==> config.mk <==
export PLATFORM = sky130hd
export DESIGN_NAME = counter_seq_ctrl
export DESIGN_NICKNAME = d
export VERILOG_FILES = /design/src/rtl/counter_seq_ctrl.sv
export SDC_FILE = /design/constraint.sdc
export NUM_CORES = 1
export LEC_CHECK = 0
export BUFFER_PORTS_ARGS = -buffer_cell sky130_fd_sc_hd__buf_2
export CAP_MARGIN = 20
export CORE_UTILIZATION = 35
export CTS_BUF_LIST = sky130_fd_sc_hd__clkbuf_2 sky130_fd_sc_hd__clkbuf_4 sky130_fd_sc_hd__clkbuf_8
export DETAILED_ROUTE_END_ITERATION = 16
export HOLD_SLACK_MARGIN = 0.08
export PLACE_DENSITY_LB_ADDON = 0.12
export REMOVE_ABC_BUFFERS = 1
export SYNTH_ARGS = -nofsm -noshare
export SYNTH_HDL_FRONTEND = slang
export SYNTH_SLANG_ARGS = --single-unit
==> constraint.sdc <==
create_clock -name clk -period 2.2 [get_ports clk]
set_input_delay 0.11 -clock clk [delete_from_list [all_inputs] [get_ports clk]]
set_output_delay 0.11 -clock clk [all_outputs]
set_load 0.05 [all_outputs]
==> src/rtl/counter_seq_ctrl.sv <==
// rtl/counter_seq_ctrl.sv - lap-count sequencer owning the counter's clear and enable
// Optional feature macro: CNT_SEQ_HOLD_EN (adds the hold input that pauses a run).
// Moore FSM IDLE -> CLEAR -> RUN -> DONE -> IDLE. One lap is counted on each
// rco seen in RUN, and laps_left is decremented on that lap.

module counter_seq_ctrl #(
  parameter int LAP_W = 4
) (
  input  logic             clk,
  input  logic             rst,
  input  logic             start_valid,
  output logic             start_ready,
  input  logic [LAP_W-1:0] laps,
  input  logic             abort,
  input  logic             rco,
`ifdef CNT_SEQ_HOLD_EN
  input  logic             hold,
`endif
  output logic             cnt_clr,
  output logic             cnt_en,
  output logic             busy,
  output logic             done,
  output logic [LAP_W-1:0] laps_left
);

  typedef enum logic [1:0] {
    S_IDLE  = 2'd0,
    S_CLEAR = 2'd1,
    S_RUN   = 2'd2,
    S_DONE  = 2'd3
  } state_e;

  state_e           state_q, state_d;
  logic [LAP_W-1:0] laps_left_q, laps_left_d;
  logic             hold_w;

  // A held run freezes both the lap count and the counter enable.
`ifdef CNT_SEQ_HOLD_EN
  assign hold_w = hold;
`else
  assign hold_w = 1'b0;
`endif

  // State and remaining-lap registers, synchronous active-high reset.
  always_ff @(posedge clk) begin
    if (rst) begin
      state_q     <= S_IDLE;
      laps_left_q <= '0;
    end else begin
      state_q     <= state_d;
      laps_left_q <= laps_left_d;
    end
  end

  // Next-state and lap bookkeeping; abort beats a coincident rco.
  always_comb begin
    state_d     = state_q;
    laps_left_d = laps_left_q;
    case (state_q)
      S_IDLE: begin
        if (start_valid) begin
          if (laps == '0) begin
            state_d     = S_DONE;
            laps_left_d = '0;
          end else begin
            state_d     = S_CLEAR;
            laps_left_d = laps;
          end
        end
      end
      S_CLEAR: begin
        if (abort) begin
          state_d     = S_IDLE;
          laps_left_d = '0;
        end else begin
          state_d = S_RUN;
        end
      end
      S_RUN: begin
        if (abort) begin
          state_d     = S_IDLE;
          laps_left_d = '0;
        end else if (!hold_w && rco && (laps_left_q != '0)) begin
          laps_left_d = laps_left_q - LAP_W'(1);
          if (laps_left_q == LAP_W'(1)) begin
            state_d = S_DONE;
          end
        end
      end
      S_DONE: begin
        state_d     = S_IDLE;
        laps_left_d = '0;
      end
      default: begin
        state_d     = S_IDLE;
        laps_left_d = '0;
      end
    endcase
  end

  // Moore outputs decoded from the registered state (cnt_en also gated by hold).
  always_comb begin
    start_ready = 1'b0;
    cnt_clr     = 1'b0;
    cnt_en      = 1'b0;
    busy        = 1'b1;
    done        = 1'b0;
    case (state_q)
      S_IDLE: begin
        start_ready = 1'b1;
        busy        = 1'b0;
      end
      S_CLEAR: cnt_clr = 1'b1;
      S_RUN:   cnt_en  = !hold_w;
      S_DONE:  done    = 1'b1;
      default: begin
        start_ready = 1'b0;
      end
    endcase
  end

  assign laps_left = laps_left_q;

endmodule

Yosys cells after proc, flatten, opt, wreduce, memory -nomap -nowiden:

Index checks and enable logic that the tools add are counted.

* word-level logic and storage cells: 35
* bits of input ports: 9
* flip-flop bits (word level): 6
* output and inout bits: 9

* multiplexer cells: 18
* reductions and logical operators: 6
* add/subtract/negate cells: 1
* eq/ne operators: 8

Operator list (number)
* $mux W4: 5
* $pmux W4 S4: 1
* $mux W2: 6
* $pmux W2 S4: 1
* $ne A3 B3 Y1 const B: 2
* $reduce_and A3 Y1: 2
* $mux W1: 5
* $eq A2 B2 Y1 const B: 2
* $eq A4 B1 Y1 const B: 1
* $logic_not A4 Y1: 1
* $ne A2 B2 Y1 const B: 2
* $reduce_bool A4 Y1: 1
* $sub A4 B1 Y4 const B: 1
* $eq A2 B1 Y1 const B: 1
* $logic_not A2 Y1: 1
* $logic_and A1 B1 Y1: 1

Logic depth before layout (Yosys ltp):

Gate-level depths: netlist (run 1).

* depth after elaboration: 5
* gate-level depth with buffers: 6
* gate-level depth less buffers: 6

Least setup slack after synthesis (run 1):

No wires, ideal clock.

* path type: register to register
* start: register state_q[1]
* end: register state_q[0]
* slack: 0.096 ns
* setup time: 0.114 ns
* arrival: 1.989 ns
* cell stages (with the launch flop): 5
* required time: 2.086 ns
* period minus slack after synthesis: 2.104 ns
* path buffers: 1
* cell sequence: dfxtp_1 > buf_2 > nor2_1 > inv_2 > a2111oi_0

* word-level cells in the longest chain between the ends: 3
* elaborated cells on any way between the ends: 9
* classes of those cells: 6 x eq/ne; 1 x mux; 2 x reduce/logical

Ends and longest elaborated chain
* start, declared: line 33 `state_e state_q, state_d;`
* start signal, assigned: line 50 `state_q <= state_d;`
* $eq A2 B2 Y1 / $logic_not A2 Y1 (equally long branches): line 59 `case (state_q)`
* $ne A3 B3 Y1 (no line) / $ne A2 B2 Y1 (equally long branches)
* $reduce_and A3 Y1 (no line)

Several ways; a longest one is shown, not always the timed one.
A chain may end at the register's enable or synchronous reset.

Final worst setup path (run 1):

* start: register laps_left_q[0] (netlist: laps_left[0])
* end: register laps_left_q[3] (netlist: laps_left[3])

* word-level cells in the longest chain between the ends: 4
* elaborated cells on any way between the ends: 8
* classes of those cells: 1 x add/sub; 1 x eq/ne; 3 x mux; 3 x reduce/logical

Ends and longest elaborated chain
* start, declared: line 34 `logic [LAP_W-1:0] laps_left_q, laps_left_d;`
* start signal, assigned: line 51 `laps_left_q <= laps_left_d;`
* $sub A4 B1 Y4 / $reduce_bool A4 Y1 (equally long branches): line 84, 83
* $mux W4 / $logic_and A1 B1 Y1 (equally long branches): line 83 `end else if (!hold_w && rco && (laps_left_q != '0)) begin`
* $mux W4 / $ne A3 B3 Y1 (equally long branches)
* $pmux W4 S4 / $reduce_and A3 Y1 (equally long branches)

Several ways; a longest one is shown, not always the timed one. The select of a mux whose other input is x is not followed.

==> flow_summary_export.csv, run 1 <==
group,metric,value,unit
final_layout,final_common_cell,"buf_2",
grt,grt_pass1_wl,1900,um
synthesis,yosysWarnings,0,
pwr,total_power,472,uW
synthesis,synth_compound_area_share,27.9,%
detailed_routing,routed-wl-met3,67,um
detailed_routing,via_per_inst,5.45,
detailed_routing,vias,523,
worst_hold_path,hp-class,"in2reg",
detailed_routing,routed.top_layer,"met4",
worst_hold_path,hold_depth,2,
detailed_routing,wl_per_cell,12.5,um
placement,hpwl,918,um
placement,pre_cts_slack,0.542,ns
timing,fmax,0.599,GHz
synthesis,synth_top_family_by_area,"simple AND/OR/NAND/NOR gates",
clock_network,post_cts_resized,0,
detailed_routing,m1WireLength,587,um
floorplan,start_util,38.1,%
timing,period_share,75.9,%
pwr,clock_power_share,22.4,%
synthesis,synth-edff-count,0,
timing,setup_viol,0,
clock_network,hold_buffers,0,
setup_path,criticalPathCategory,"reg2reg",
synthesis,yosys.area_share.simple,33.7,%
clock_network,cts_root_buffer,"clkbuf_4",
timing,clock_skew,0.0112,ns
timing,setup_ws,0.529,ns
pwr,seq_power_share,31.1,%
floorplan,core-area,1320,sq um
setup_path,arrival,1.81,ns
pwr,power.switching,215,uW
synthesis,synth_fa_ha_area_share,7.48,%
synthesis,yosysSeqAreaShare,23.9,%
detailed_routing,wl_met2,533,um
floorplan,io_pins,18,
clock_network,numCtsBuffers,3,
final_layout,regArea,120,sq um
synthesis,ys_ff_latch,6,
clock_network,post_cts_buffers,0,
clock_network,clk_latency,0.25,ns
final_layout,multi_input_area,347,sq um
synthesis,netlist.area_leader.share,23.9,%
synthesis,async_flop_share,0,%
final_layout,final_cell_mix,"buf_2, nor2b_1, a21oi_1, dfxtp_1, nor2_1",
setup_path,worst_r2r_path_depth,5,
pwr,switching_share,45.5,%
setup_path,reg2reg_from,"laps_left[0]",
setup_path,cp-start-kind,"register",
clock_network,htree_levels,1,
placement,place_congestion,0.859,
detailed_routing,drt_wl_total,1200,um
timing,finalCriticalPeriod,1.67,ns
final_layout,area_delta_synth_final,21.9,%
timing,slew_viol_final,0,
floorplan,row_count,13,
setup_path,crit_fanout,6,
setup_path,crit_path_end_kind,"register",
timing,fin_setup_tns,0,ns
clock_network,cts_tree,"done",
detailed_routing,drcViolationCount,0,
synthesis,synth_area_leader_cell,"dfxtp_1",
detailed_routing,first_pass_iters,5,
synthesis,synthTopCellsByArea,"dfxtp_1, ha_1, nor2b_1, a21oi_1, a221oi_1",
synthesis,synth_area_per_cell,7.96,sq um
clock_network,cts_buffer_depth,2,
floorplan,die-area,1590,sq um
floorplan,die_w,39.9,um
final_layout,drive_gt1_share,30.9,%
setup_path,startpoint,"laps_left[0]",
grt,grt_max_degree,12,
floorplan,fp.dieH,39.9,um
worst_hold_path,holdCritStartpoint,"rst",
detailed_routing,postRouteAntennaNets,0,
grt,grt_overflow,0,
grt,first_global_vias,443,
final_layout,fillCellCount,130,
pwr,irDropWorstVdd,0.322,mV
outcome,status,"finished, final reports clean",
grt,antenna_found_initial,0,
run,maxCapViolCount,0,
synthesis,synthFlopType,"dfxtp_1",
detailed_routing,first_iter_violations,19,
placement,io_buffers,17,
synthesis,synth.area.mux_share,0,%
setup_path,critPathRequiredTime,2.34,ns
timing,hold_viol,0,
clock_network,cts.sinks,6,
grt,grt_usage,18.6,%
synthesis,synth_cells,63,
pwr,p_int,258,uW
final_layout,nets,95,
pwr,power_density,772,nW/um^2
timing,tightest_slew,0.397,ns
pwr,combPwrFrac,46.5,%
synthesis,ys_types,29,
timing,grt_setup_unrepaired,"false",
pwr,p_leak,0.273,nW
synthesis,syn_area,502,sq um
timing,relSlewSlack,73.5,%
final_layout,insertedDiodeCount,0,
clock_network,clkTransAtPathRegs,0.05,ns
synthesis,yosys.area_share.xor_xnor,0,%
## cell families (layout without fill, tap and decap cells)
logic type | after synthesis | after routing
simple gates | 27 | 27
compound gates | 20 | 20
buf+inv | 7 | 25
flops | 6 | 6
fa+ha+maj | 3 | 3
## power groups by stage
stage / Clock (mW) / Combinational (mW) / Sequential [mW]
6_report: 0.106 / 0.220 / 0.147
5_1_grt: 0.113 / 0.240 / 0.150
4_1_cts: 0.108 / 0.219 / 0.146
3_5_place_dp: 0 / 0.218 / 0.148
3_3_place_gp: 0 / 0.220 / 0.148
2_1_floorplan: 0 / 0.135 / 0.178
## layout make-up
| type | instances | share of cell area, % |
|---|---|---|
| clock buffers | 3 | 3.68 |
| repair buffers | 17 | 13.9 |
| flip-flops and latches | 6 | 19.6 |
| multi-input cells | 50 | 56.6 |
| well taps | 15 | 3.07 |
| inverters | 5 | 3.07 |
## state kept, by name (all words and copies together), names as in the netlist
register / cells
laps_left: 4
state_q: 2
## worst paths after layout
path	slack, ns	endpoint
hold reg to reg	0.54	laps_left[1]
setup reg to reg	0.53	laps_left[3]
hold / removal	0.12	state_q[1]
setup / recovery	0.53	laps_left[3]
## synth_stat cells, types with 2 or more instances
library cell,instances
a21oi_1,6
dfxtp_1,6
nor2b_1,6
nor2_1,5
inv_1,4
nor3_1,4
a221oi_1,3
ha_1,3
o21ai_0,3
a31oi_1,2
nand3_1,2
nor4_1,2
## worst max-delay path, cell delays in order, from the launching register on
cell       delay, ns
dfxtp_1         0.35
inv_1           0.12
ha_1            0.19
or3b_1          0.39
a21o_1          0.23
a2111oi_2       0.28
## per-layer routing
metal / up-vias / GRT usage, %
li1: 271 / -
met1: 228 / 23.8
met2: 22 / 27.0
met3: 2 / 5.11
met4: 0 / 11.2
met5: - / 0
## through the flow
stage / hold slack (ns) / util [%] / cell area [sq um] / cells
after CTS: 0.116 / 46.4 / 612 / 96
final: 0.123 / 46.4 / 612 / 96
after global routing: 0.133 / 46.4 / 612 / 96
after detailed placement: 0.385 / 44.7 / 589 / 93
after floorplan: 0.179 / - / 485 / 61
after global placement: 0.382 / 44.7 / 589 / 93
Note: power is estimated with default switching activity, not from simulation.
==> run 2, diff against run 1 <==
Clock period 2.2 ns to 1.4 ns, I/O delays scaled along.
==> run 2 against run 1 <==
Net effect:
- the run now ends with setup timing left
- sequential cell count unchanged
- first-iteration DRC count down 16%
- design area up 29%
- sequential power up 46%
- critical path depth unchanged
- clock-buffer cell count unchanged
- critical endpoint unchanged
- highest routed layer unchanged
==> flow_summary_export.csv, run 2 (synthesized netlist as in run 1, its figures left out) <==
group,metric,value,unit
outcome,status,"complete, but fails checks",
outcome,violations,"setup timing",
setup_path,r2r_setup_slack,-0.09,ns
timing,grt_setup_unrepaired,"true",
timing,tightest_slew,0.447,ns
run,maxCapViolCount,0,
setup_path,max_stage_delay,0.37,ns
grt,grt_overflow,0,
clock_network,cts_root_buffer,"clkbuf_4",
floorplan,fp.dieH,39.9,um
timing,setup_ws,-0.0932,ns
detailed_routing,drt_wl_total,1600,um
detailed_routing,postRouteAntennaNets,0,
placement,hpwl,1100,um
setup_path,crit_path_end_kind,"register",
worst_hold_path,holdCritStartpoint,"rst",
timing,setup_viol,5,
timing,hold_slack,0.102,ns
grt,first_global_vias,511,
worst_hold_path,hp-class,"in2reg",
timing,clock_skew,0.00218,ns
clock_network,numCtsBuffers,3,
detailed_routing,first_pass_iters,6,
setup_path,arrival,1.65,ns
setup_path,r2r_end,"laps_left[3]",
setup_path,crit_fanout,3,
timing,finalCriticalPeriod,1.49,ns
timing,relSlewSlack,70.2,%
worst_hold_path,hold_depth,2,
final_layout,fillCellCount,127,
final_layout,drive_gt1_share,55.2,%
detailed_routing,drcViolationCount,0,
floorplan,core-area,1320,sq um
final_layout,insertedDiodeCount,0,
pwr,p_leak,0.357,nW
final_layout,area_delta_synth_final,56.9,%
final_layout,nets,110,
timing,slew_viol_final,0,
grt,grt_usage,20.9,%
floorplan,row_count,13,
clock_network,cts_tree,"done",
floorplan,start_util,38.1,%
final_layout,final_common_cell,"buf_2",
clock_network,clkTransAtPathRegs,0.05,ns
detailed_routing,via_per_inst,5.55,
detailed_routing,wl_per_cell,14.4,um
grt,antenna_found_initial,0,
detailed_routing,first_iter_violations,16,
setup_path,worst_r2r_path_depth,5,
final_layout,stdcell_area,787,sq um
timing,fmax,0.670,GHz
clock_network,htree_levels,1,
clock_network,cts.sinks,6,
setup_path,path_cells,"inv_2 > ha_4 > or3b_4 > a21o_1 > a2111oi_2",
pwr,total_power,904,uW
floorplan,io_pins,18,
final_layout,stdcell_count,111,
placement,dp.cells,105,
setup_path,cp-start-kind,"register",
clock_network,clk_latency,0.26,ns
floorplan,die_w,39.9,um
final_layout,final_cell_mix,"buf_2, buf_4, nor2b_1, a21oi_1",
placement,place_congestion,0.842,
final_layout,largest_reg_flops,4,
timing,hold_viol,0,
pwr,power_density,1150,nW/um^2
setup_path,reg2reg_from,"laps_left[1]",
setup_path,criticalPathCategory,"reg2reg",
grt,grt_pass1_wl,2170,um
placement,io_buffers,17,
clock_network,cts_buffer_depth,2,
setup_path,critPathRequiredTime,1.55,ns
grt,grt_max_degree,9,
worst_hold_path,holdPathEnd,"state_q[1]",
detailed_routing,vias,616,
timing,period_share,107,%
placement,placed_area,679,sq um
pwr,irDropWorstVdd,0.494,mV
setup_path,slowest_stage,"or3b_4",
floorplan,die-area,1590,sq um
-- run 2: cell count changes in the layout (fill, tap and decap cells not counted), sizes merged --
cell    delta
clkbuf     +1
buf       +14
-- run 2: through the flow --
| stage | util, % | worst slack [ns] | setup TNS [ns] |
|---|---|---|---|
| 2_1_floorplan | - | -0.633 | -2.45 |
| 3_3_place_gp | 51.6 | -0.102 | -0.241 |
| 3_5_place_dp | 51.6 | -0.156 | -0.409 |
| 4_1_cts | 57.5 | -0.0790 | -0.232 |
| 5_1_grt | 59.7 | -0.162 | -0.638 |
| 6_report | 59.7 | -0.0932 | -0.339 |
-- run 2: critical path: cells and delay by family, from the launching register on --
family / cells / cell delay, ns
flip-flops: 1 / 0.33
AO/OA/AOI/OAI: 2 / 0.49
buffers and inverters: 1 / 0.07
AND/OR/NAND/NOR: 1 / 0.37
adder cells (fa/ha/maj): 1 / 0.13
-- run 2: power by group --
| group | internal (mW) | leakage (nW) | switching [mW] | total, mW |
|---|---|---|---|---|
| clock | 0.0981 | 0.0138 | 0.0789 | 0.177 |
| sequential | 0.195 | 0.0501 | 0.0204 | 0.215 |
| combinational | 0.210 | 0.293 | 0.301 | 0.511 |
-- run 2: how the worst max path moves through the flow --
stage                               to  cells after the start    startpoint
final                     laps_left[3]                      5  laps_left[1]
after CTS                 laps_left[3]                      5  laps_left[1]
after floorplan             state_q[0]                      3    state_q[1]
after detailed placement  laps_left[3]                      5  laps_left[1]
after global routing      laps_left[3]                      4    state_q[0]
after global placement    laps_left[3]                      5  laps_left[0]
-- run 2: area by class of cell --
type                       instances  area [sq um]  area share (%)
timing repair buffer              32           200            25.4
multi-input combinational         50           404            51.4
inverter                           5          18.8            2.38
sequential                         6           123            15.6
clock buffer                       3          22.5            2.86
tap                               15          18.8            2.38
-- run 2: timing repair --
action                                  4_1_cts  5_1_grt
hold buffers                                  0        0
resized for setup                            10        9
endpoints found under the setup margin        5        6
pin swaps                                     5        4
buffers inserted                              3        0
-- run 2: per-layer routing --
layer	share of wire, %	track usage [%]	up-vias
met5	0	0	-
met4	3.2	10.3	0
met3	5.3	1.70	6
met2	48	33.9	26
met1	43	26.8	278
li1	-	-	306
